`config.mk`:
```
export PLATFORM = sky130hd
export DESIGN_NAME = hazard_ctrl_unit
export DESIGN_NICKNAME = d
export VERILOG_FILES = /design/src/rtl/hazard_ctrl_unit.sv
export SDC_FILE = /design/constraint.sdc
export NUM_CORES = 1
export LEC_CHECK = 0
export ABC_AREA = 1
export BUFFER_PORTS_ARGS = -buffer_cell sky130_fd_sc_hd__buf_4
export CAP_MARGIN = 20
export CORE_ASPECT_RATIO = 1.1
export CORE_UTILIZATION = 38
export CTS_CLUSTER_DIAMETER = 50
export CTS_CLUSTER_SIZE = 25
export DETAILED_ROUTE_END_ITERATION = 8
export GPL_ROUTABILITY_DRIVEN = 0
export MAX_ROUTING_LAYER = met4
export REMOVE_ABC_BUFFERS = 1
export SYNTH_ARGS = -nofsm -noshare
export SYNTH_HDL_FRONTEND = slang
export SYNTH_SLANG_ARGS = --single-unit
```
`constraint.sdc`:
```
create_clock -name clk_i -period 3.15 [get_ports clk_i]
set_clock_uncertainty 0.15 [all_clocks]
set_input_delay 0.4725 -clock clk_i [delete_from_list [all_inputs] [get_ports clk_i]]
set_output_delay 0.4725 -clock clk_i [all_outputs]
set_load 0.005 [all_outputs]
```
`src/rtl/hazard_ctrl_unit.sv`:
```
// Pipeline hazard controller: load-use stalls, memory-busy freeze, branch flush with deferral
// while memory is busy, and a saturating stall-cycle counter.
module hazard_ctrl_unit #(
   parameter int unsigned REG_ADDR_W  = 5,
   parameter int unsigned LOAD_LAT    = 1,
   parameter int unsigned FLUSH_DEPTH = 2,
   parameter int unsigned CNT_W       = 16
) (
   input  logic                   clk_i,
   input  logic                   rst_i,
   input  logic [REG_ADDR_W-1:0]  id_rs1_i,
   input  logic [REG_ADDR_W-1:0]  id_rs2_i,
   input  logic                   id_uses_rs1_i,
   input  logic                   id_uses_rs2_i,
   input  logic [REG_ADDR_W-1:0]  ex_rd_i,
   input  logic                   ex_memread_i,
   input  logic                   branch_taken_i,
   input  logic                   mem_busy_i,
   output logic                   pc_en_o,
   output logic                   if_id_en_o,
   output logic                   id_ex_bubble_o,
   output logic                   freeze_o,
   output logic                   stall_o,
   output logic [FLUSH_DEPTH-1:0] flush_vec_o,
   output logic [CNT_W-1:0]       stall_cycles_o
);

   localparam int unsigned LuCntW = $clog2(LOAD_LAT + 1);
   localparam logic [LuCntW-1:0] LuReload = LuCntW'(LOAD_LAT - 1);
   localparam logic [LuCntW-1:0] LuOne    = LuCntW'(1);

   typedef enum logic [1:0] {StIdle, StLuStall, StFlushPend} state_e;

   state_e            state_q, state_d;
   logic [LuCntW-1:0] lu_cnt_q, lu_cnt_d;
   logic [CNT_W-1:0]  stall_cnt_q, stall_cnt_d;

   logic                   lu;
   logic                   pc_en;
   logic                   if_id_en;
   logic                   bubble;
   logic                   freeze;
   logic [FLUSH_DEPTH-1:0] flush_vec;

   assign lu = ex_memread_i && (ex_rd_i != '0) &&
               ((id_uses_rs1_i && (id_rs1_i == ex_rd_i)) ||
                (id_uses_rs2_i && (id_rs2_i == ex_rd_i)));

   always_comb begin
      state_d   = state_q;
      lu_cnt_d  = lu_cnt_q;
      pc_en     = 1'b1;
      if_id_en  = 1'b1;
      bubble    = 1'b0;
      freeze    = 1'b0;
      flush_vec = '0;

      if (mem_busy_i) begin
         freeze   = 1'b1;
         pc_en    = 1'b0;
         if_id_en = 1'b0;
         // A branch resolved during a freeze must not be lost; it cancels any load-use stall.
         if (branch_taken_i) begin
            state_d  = StFlushPend;
            lu_cnt_d = '0;
         end
      end else if (branch_taken_i || (state_q == StFlushPend)) begin
         flush_vec = '1;
         state_d   = StIdle;
         lu_cnt_d  = '0;
      end else if (state_q == StLuStall) begin
         pc_en    = 1'b0;
         if_id_en = 1'b0;
         bubble   = 1'b1;
         lu_cnt_d = lu_cnt_q - LuOne;
         if (lu_cnt_q == LuOne) begin
            state_d = StIdle;
         end
      end else if (lu) begin
         pc_en    = 1'b0;
         if_id_en = 1'b0;
         bubble   = 1'b1;
         if (LOAD_LAT > 1) begin
            lu_cnt_d = LuReload;
            state_d  = StLuStall;
         end
      end

      if (rst_i) begin
         pc_en     = 1'b1;
         if_id_en  = 1'b1;
         bubble    = 1'b0;
         freeze    = 1'b0;
         flush_vec = '0;
      end

      stall_cnt_d = stall_cnt_q;
      if (!pc_en && (stall_cnt_q != '1)) begin
         stall_cnt_d = stall_cnt_q + CNT_W'(1);
      end
   end

   always_ff @(posedge clk_i) begin
      if (rst_i) begin
         state_q     <= StIdle;
         lu_cnt_q    <= '0;
         stall_cnt_q <= '0;
      end else begin
         state_q     <= state_d;
         lu_cnt_q    <= lu_cnt_d;
         stall_cnt_q <= stall_cnt_d;
      end
   end

   assign pc_en_o        = pc_en;
   assign if_id_en_o     = if_id_en;
   assign id_ex_bubble_o = bubble;
   assign freeze_o       = freeze;
   assign stall_o        = ~pc_en;
   assign flush_vec_o    = flush_vec;
   assign stall_cycles_o = stall_cnt_q;

endmodule

```
# After elaboration in Yosys (flattened, before gate mapping)
# Cells that the tools add are included.
op_classes:
  reduce_logical: 13
  muxes: 24
  eq_ne: 6
  bitwise_logic: 1
  n_addsub: 2
op_table:
  columns: ["op", "count"]
  rows:
  - ["16-bit by 1-bit adder with 16-bit output, second input constant", 1]
  - ["1-bit two-way mux", 16]
  - ["2-bit two-way mux", 8]
  - ["16-bit inequality test, second input constant", 1]
  - ["5-bit equality test", 2]
  - ["3-bit nonzero test", 2]
  - ["1-bit logical AND", 5]
  - ["5-bit nonzero test", 1]
  - ["3-bit AND reduction", 1]
  - ["2-bit by 1-bit equality test with 1-bit output, second input constant", 1]
  - ["2-bit equality test, second input constant", 1]
  - ["1-bit logical OR", 2]
  - ["2-bit inequality test, second input constant", 1]
  - ["2-bit AND reduction", 1]
  - ["1-bit zero test", 1]
  - ["1-bit NOT", 1]
  - ["1-bit subtractor, second input constant", 1]
word_totals:
  register_bits: 19
  word_cells: 49
  inputBits: 22

# Depth between registers and ports, before layout
depth:
  ltp_word: 11
  mapped_depth: 12
  ltp_nobuf: 12

# Least setup slack after synthesis
# OpenSTA, ideal clock, no wires.
synth_timing:
  path_kind: "input to output"
  from: "in ex_rd_i[3]"
  to: "out pc_en_o"
  arrival_ps: 1335
  slack_ps: 1193
  t_required_ps: 2527
  path_stages: 10
  path_cell_list: "inv_1 nor2_1 nor2_1 nand3_1 nand2_1 nand2_1 nand2_2 buf_4 inv_1 buf_4"
synth_between:
  elab_chain_len: 9
  word_cells_on_any_way: 13
  classes_between: "eq/ne (2); mux (5); reduce/logical (6)"
synth_rtl:
  columns: ["element", "line", "text"]
  rows:
  - ["from (decl)", "15", "input logic [REG_ADDR_W-1:0] ex_rd_i,"]
  - ["5-bit equality test (on tied branches)", "46, 47", null]
  - ["1-bit logical AND (on tied branches)", "46, 47", null]
  - ["1-bit logical OR", "46", "((id_uses_rs1_i && (id_rs1_i == ex_rd_i)) ||"]
  - ["1-bit logical AND *", "45", "assign lu = ex_memread_i && (ex_rd_i != '0) &&"]
  - ["1-bit two-way mux * (5 in a row)", null, null]
  - ["to (decl)", "19", "output logic pc_en_o,"]
# Every way passes the cells marked *; elsewhere a longest branch is shown, timed or not.

# Final worst setup path
layout_timing:
  from: "in rst_i"
  to: "out if_id_en_o"
layout_between:
  elab_chain_len: 1
layout_rtl:
  columns: ["element", "line", "text"]
  rows:
  - ["from (decl)", "10", "input logic rst_i,"]
  - ["1-bit two-way mux", "89", "if (rst_i) begin"]
  - ["to (decl)", "20", "output logic if_id_en_o,"]
# No other way between the ends.

==> qor.csv <==
stage;metric;value;unit
outcome;status;finished with violations;
outcome;violated checks;DRC;
final_layout;area grow syn2layout;29.0;%
sta;worst-margin pin slew;0.372;ns
yosys;synth unique cells;23;
clocking;Clock Latency Late Sink;0.29;ns
detailed_routing;WL final;2840;µm
clocking;CTS tree;built;
die;die extent in x;57.0;µm
detailed_routing;Detailed Route Iter0 Violations;57;
yosys;post-synthesis register bit count;17;
pwr;power per cell area;261;mW/mm²
min_path;hold depth;2;
placed_design;I/O Buffers;44;
yosys;largest family of logic cells by synthesized area;simple AND/OR/NAND/NOR gates;
worst_setup_path;crit path capture type;output port;
clocking;CTS Hold Buffers Added;0;
yosys;post-synthesis mux area share;0;%
global_routing;GRT Residual Overflow;0;
detailed_routing;DR vias/cell;4.65;
sta;Slew headroom;75.1;%
global_routing;largest net degree at the start of global routing;21;
clocking;CTS buffer count;3;
yosys;register area share after synthesis;27.0;%
die;Ports;45;
pwr;worst vdd ir;0.000213;V
yosys;Post-Synth Simple-Gate Area;52.1;%
worst_setup_path;worst r2r src;stall_cycles_o[0];
sta;WHS;0.218;ns
detailed_routing;ANT nets after route;0;
clocking;Post-CTS Setup Bufs;0;
min_path;Worst Hold Class;in2reg;
yosys;Mapped Cells;216;
min_path;hold path start;rst_i;
yosys;Synth Warn #;0;
worst_setup_path;setup slack, reg-to-reg;1.31;ns
sta;fin crit period;2.25;ns
clocking;PostCTS Resize Cnt;0;
worst_setup_path;CP Max Fanout;20;
final_layout;nets;284;
final_layout;Filler cells;347;
clocking;CTS H-tree lvls;1;
die;Initial Utilization;40.7;%
die;Core ar.;0.00310;mm²
clocking;CTS max path bufs;2;
yosys;average size of a mapped cell;5.84;µm²
yosys;mapped cell area;0.00126;mm²
yosys;Synth Area in Compound Gates;5.15;%
detailed_routing;average wire per cell in the routed design;9.64;µm
die;chip height;62.5;µm
worst_setup_path;Critical Path RT;2.53;ns
final_layout;Core Util, Final;52.5;%
clocking;root buffer cell;clkbuf_4;
final_layout;Sequential cell area;340;µm²
detailed_routing;DRC viols;4;
sta;RSZ-0062 raised after global routing;false;
detailed_routing;vias after detailed routing;1368;
min_path;Hold Path Sink;stall_cycles_o[15];
run;max-cap violation count;0;
sta;final period utilization;71.5;%
final_layout;area of the multi-input gates;744;µm²
worst_setup_path;Startpoint Class;input pin;
clocking;clk slew on worst S/H paths;0.10;ns
pwr;Leak;0.000848;µW
sta;Hold Violations, Final;0;
worst_setup_path;R2R Path End;stall_cycles_o[11];
final_layout;layout cells sized above 1;26.2;%
sta;fmax;444;MHz
sta;Slew Limit Fails;0;
global_routing;initial antenna violation count;0;
clocking;CTS sink count;17;
die;Std-Cell Rows;21;
sta;setup_tns;0;ns
worst_setup_path;worst reg2reg path depth;10;
die;Die Area;0.00356;mm²
sta;fin worst setup slack;0.897;ns
global_routing;GRT Resource Usage Total;18.1;%
detailed_routing;DR pass1 iterations;6;
sta;Setup-failing EPs final;0;
worst_setup_path;Setup CP Type;in2out;
yosys;xor/xnor cell area share of the yosys netlist;0.694;%
placed_design;pre-CTS setup slack;0.886;ns
final_layout;n_diodes;0;
global_routing;vias in the first global route;1230;
placed_design;DP HPWL;2230;µm
global_routing;global-route wire length before repair;5110;µm
yosys;Adder-Cell Fraction of Synth Area;0.991;%
worst_setup_path;Worst Path Arrival;1.63;ns
[logic make-up (layout without fill, tap and decap cells)]
logic type	Yosys count	in the layout
xor+xnor	1	1
compound gates	13	13
fa+ha+maj	1	1
flops	17	17
buf+inv	39	83
simple gates	145	145
[Yosys cell counts]
| cell | instances | area [µm²] |
|---|---|---|
| a21oi_1 | 13 | 65.1 |
| buf_4 | 5 | 37.5 |
| buf_6 | 1 | 11.3 |
| clkinv_4 | 1 | 8.76 |
| dfxtp_1 | 17 | 340 |
| ha_1 | 1 | 12.5 |
| inv_1 | 31 | 116 |
| inv_2 | 1 | 3.75 |
| nand2_1 | 64 | 240 |
| nand2_2 | 2 | 12.5 |
| nand2_4 | 1 | 11.3 |
| nand3_1 | 18 | 90.1 |
| nand3_2 | 1 | 10.0 |
| nand3_4 | 1 | 17.5 |
| nand3b_1 | 1 | 7.51 |
| nand4_1 | 5 | 31.3 |
| nor2_1 | 37 | 139 |
| nor2_2 | 9 | 56.3 |
| nor2_4 | 1 | 11.3 |
| nor3_1 | 3 | 15.0 |
| nor3_2 | 1 | 10.0 |
| nor4_1 | 1 | 6.26 |
| xor2_1 | 1 | 8.76 |
[report_power, final]
| part | total (µW) | internal [µW] | switching [µW] |
|---|---|---|---|
| Combinational | 82.9 | 41.6 | 41.3 |
| Clock | 120 | 47.2 | 72.9 |
| Sequential | 222 | 218 | 3.44 |
[per-layer routing]
metal | global-route usage (%) | vias up | share of wire, %
li1 | - | 753 | -
met4 | 3.66 | 0 | 0.67
met2 | 27.5 | 31 | 42
met5 | - | - | 0
met1 | 25.0 | 582 | 53
met3 | 3.73 | 2 | 4.5
[worst max-delay path by stage]
stage / startpoint / end / slack, ns / cells past startpoint
finish: rst_i / if_id_en_o / 0.90 / 9
global placement: rst_i / if_id_en_o / 0.92 / 9
CTS: rst_i / if_id_en_o / 0.89 / 9
floorplan: rst_i / if_id_en_o / 1.10 / 6
detailed placement: rst_i / if_id_en_o / 0.89 / 9
global route: rst_i / pc_en_o / 0.75 / 9
[layout by cell type, fill, tap and decap left out]
cell / Yosys / layout
a21oi_1: 13 / 13
buf_4: 5 / 46
clkbuf_4: 0 / 3
clkinv_2: 0 / 1
clkinv_4: 1 / 1
dfxtp_1: 17 / 17
ha_1: 1 / 1
inv_1: 31 / 31
inv_2: 1 / 1
nand2_1: 64 / 64
nand2_2: 2 / 2
nand2_4: 1 / 1
nand3_1: 18 / 18
nand3_2: 1 / 1
nand3_4: 1 / 1
nand3b_1: 1 / 1
nand4_1: 5 / 5
nor2_1: 37 / 37
nor2_2: 9 / 9
nor2_4: 1 / 1
nor3_1: 3 / 3
nor3_2: 1 / 1
nor4_1: 1 / 1
xor2_1: 1 / 1
[through the flow]
step	instance area [µm²]	std cells	power (µW)
floorplan	1210	210	266
global placement	1600	290	310
detailed placement	1600	290	310
CTS	1630	294	434
global route	1630	294	457
finish	1630	294	425
[registers in the layout, summed over array words and instances, names as in the netlist]
register and cells:
stall_cycles_o 16, state_q 1
[worst max-delay path, stage by stage]
cell	delay, ns
buf_4	0.13
inv_1	0.05
buf_4	0.19
nand4_1	0.10
inv_1	0.06
nand2_1	0.07
nand2_2	0.30
inv_1	0.10
buf_4	0.15
[final cells by class]
type	count	area share [%]
multi-input combinational	160	45.7
clock buffer	3	1.38
timing repair buffer	46	21.2
tap	34	2.61
clock inverter	1	0.307
sequential	17	20.9
inverter	33	7.91
No activity file was read; power rests on OpenSTA's default activity.
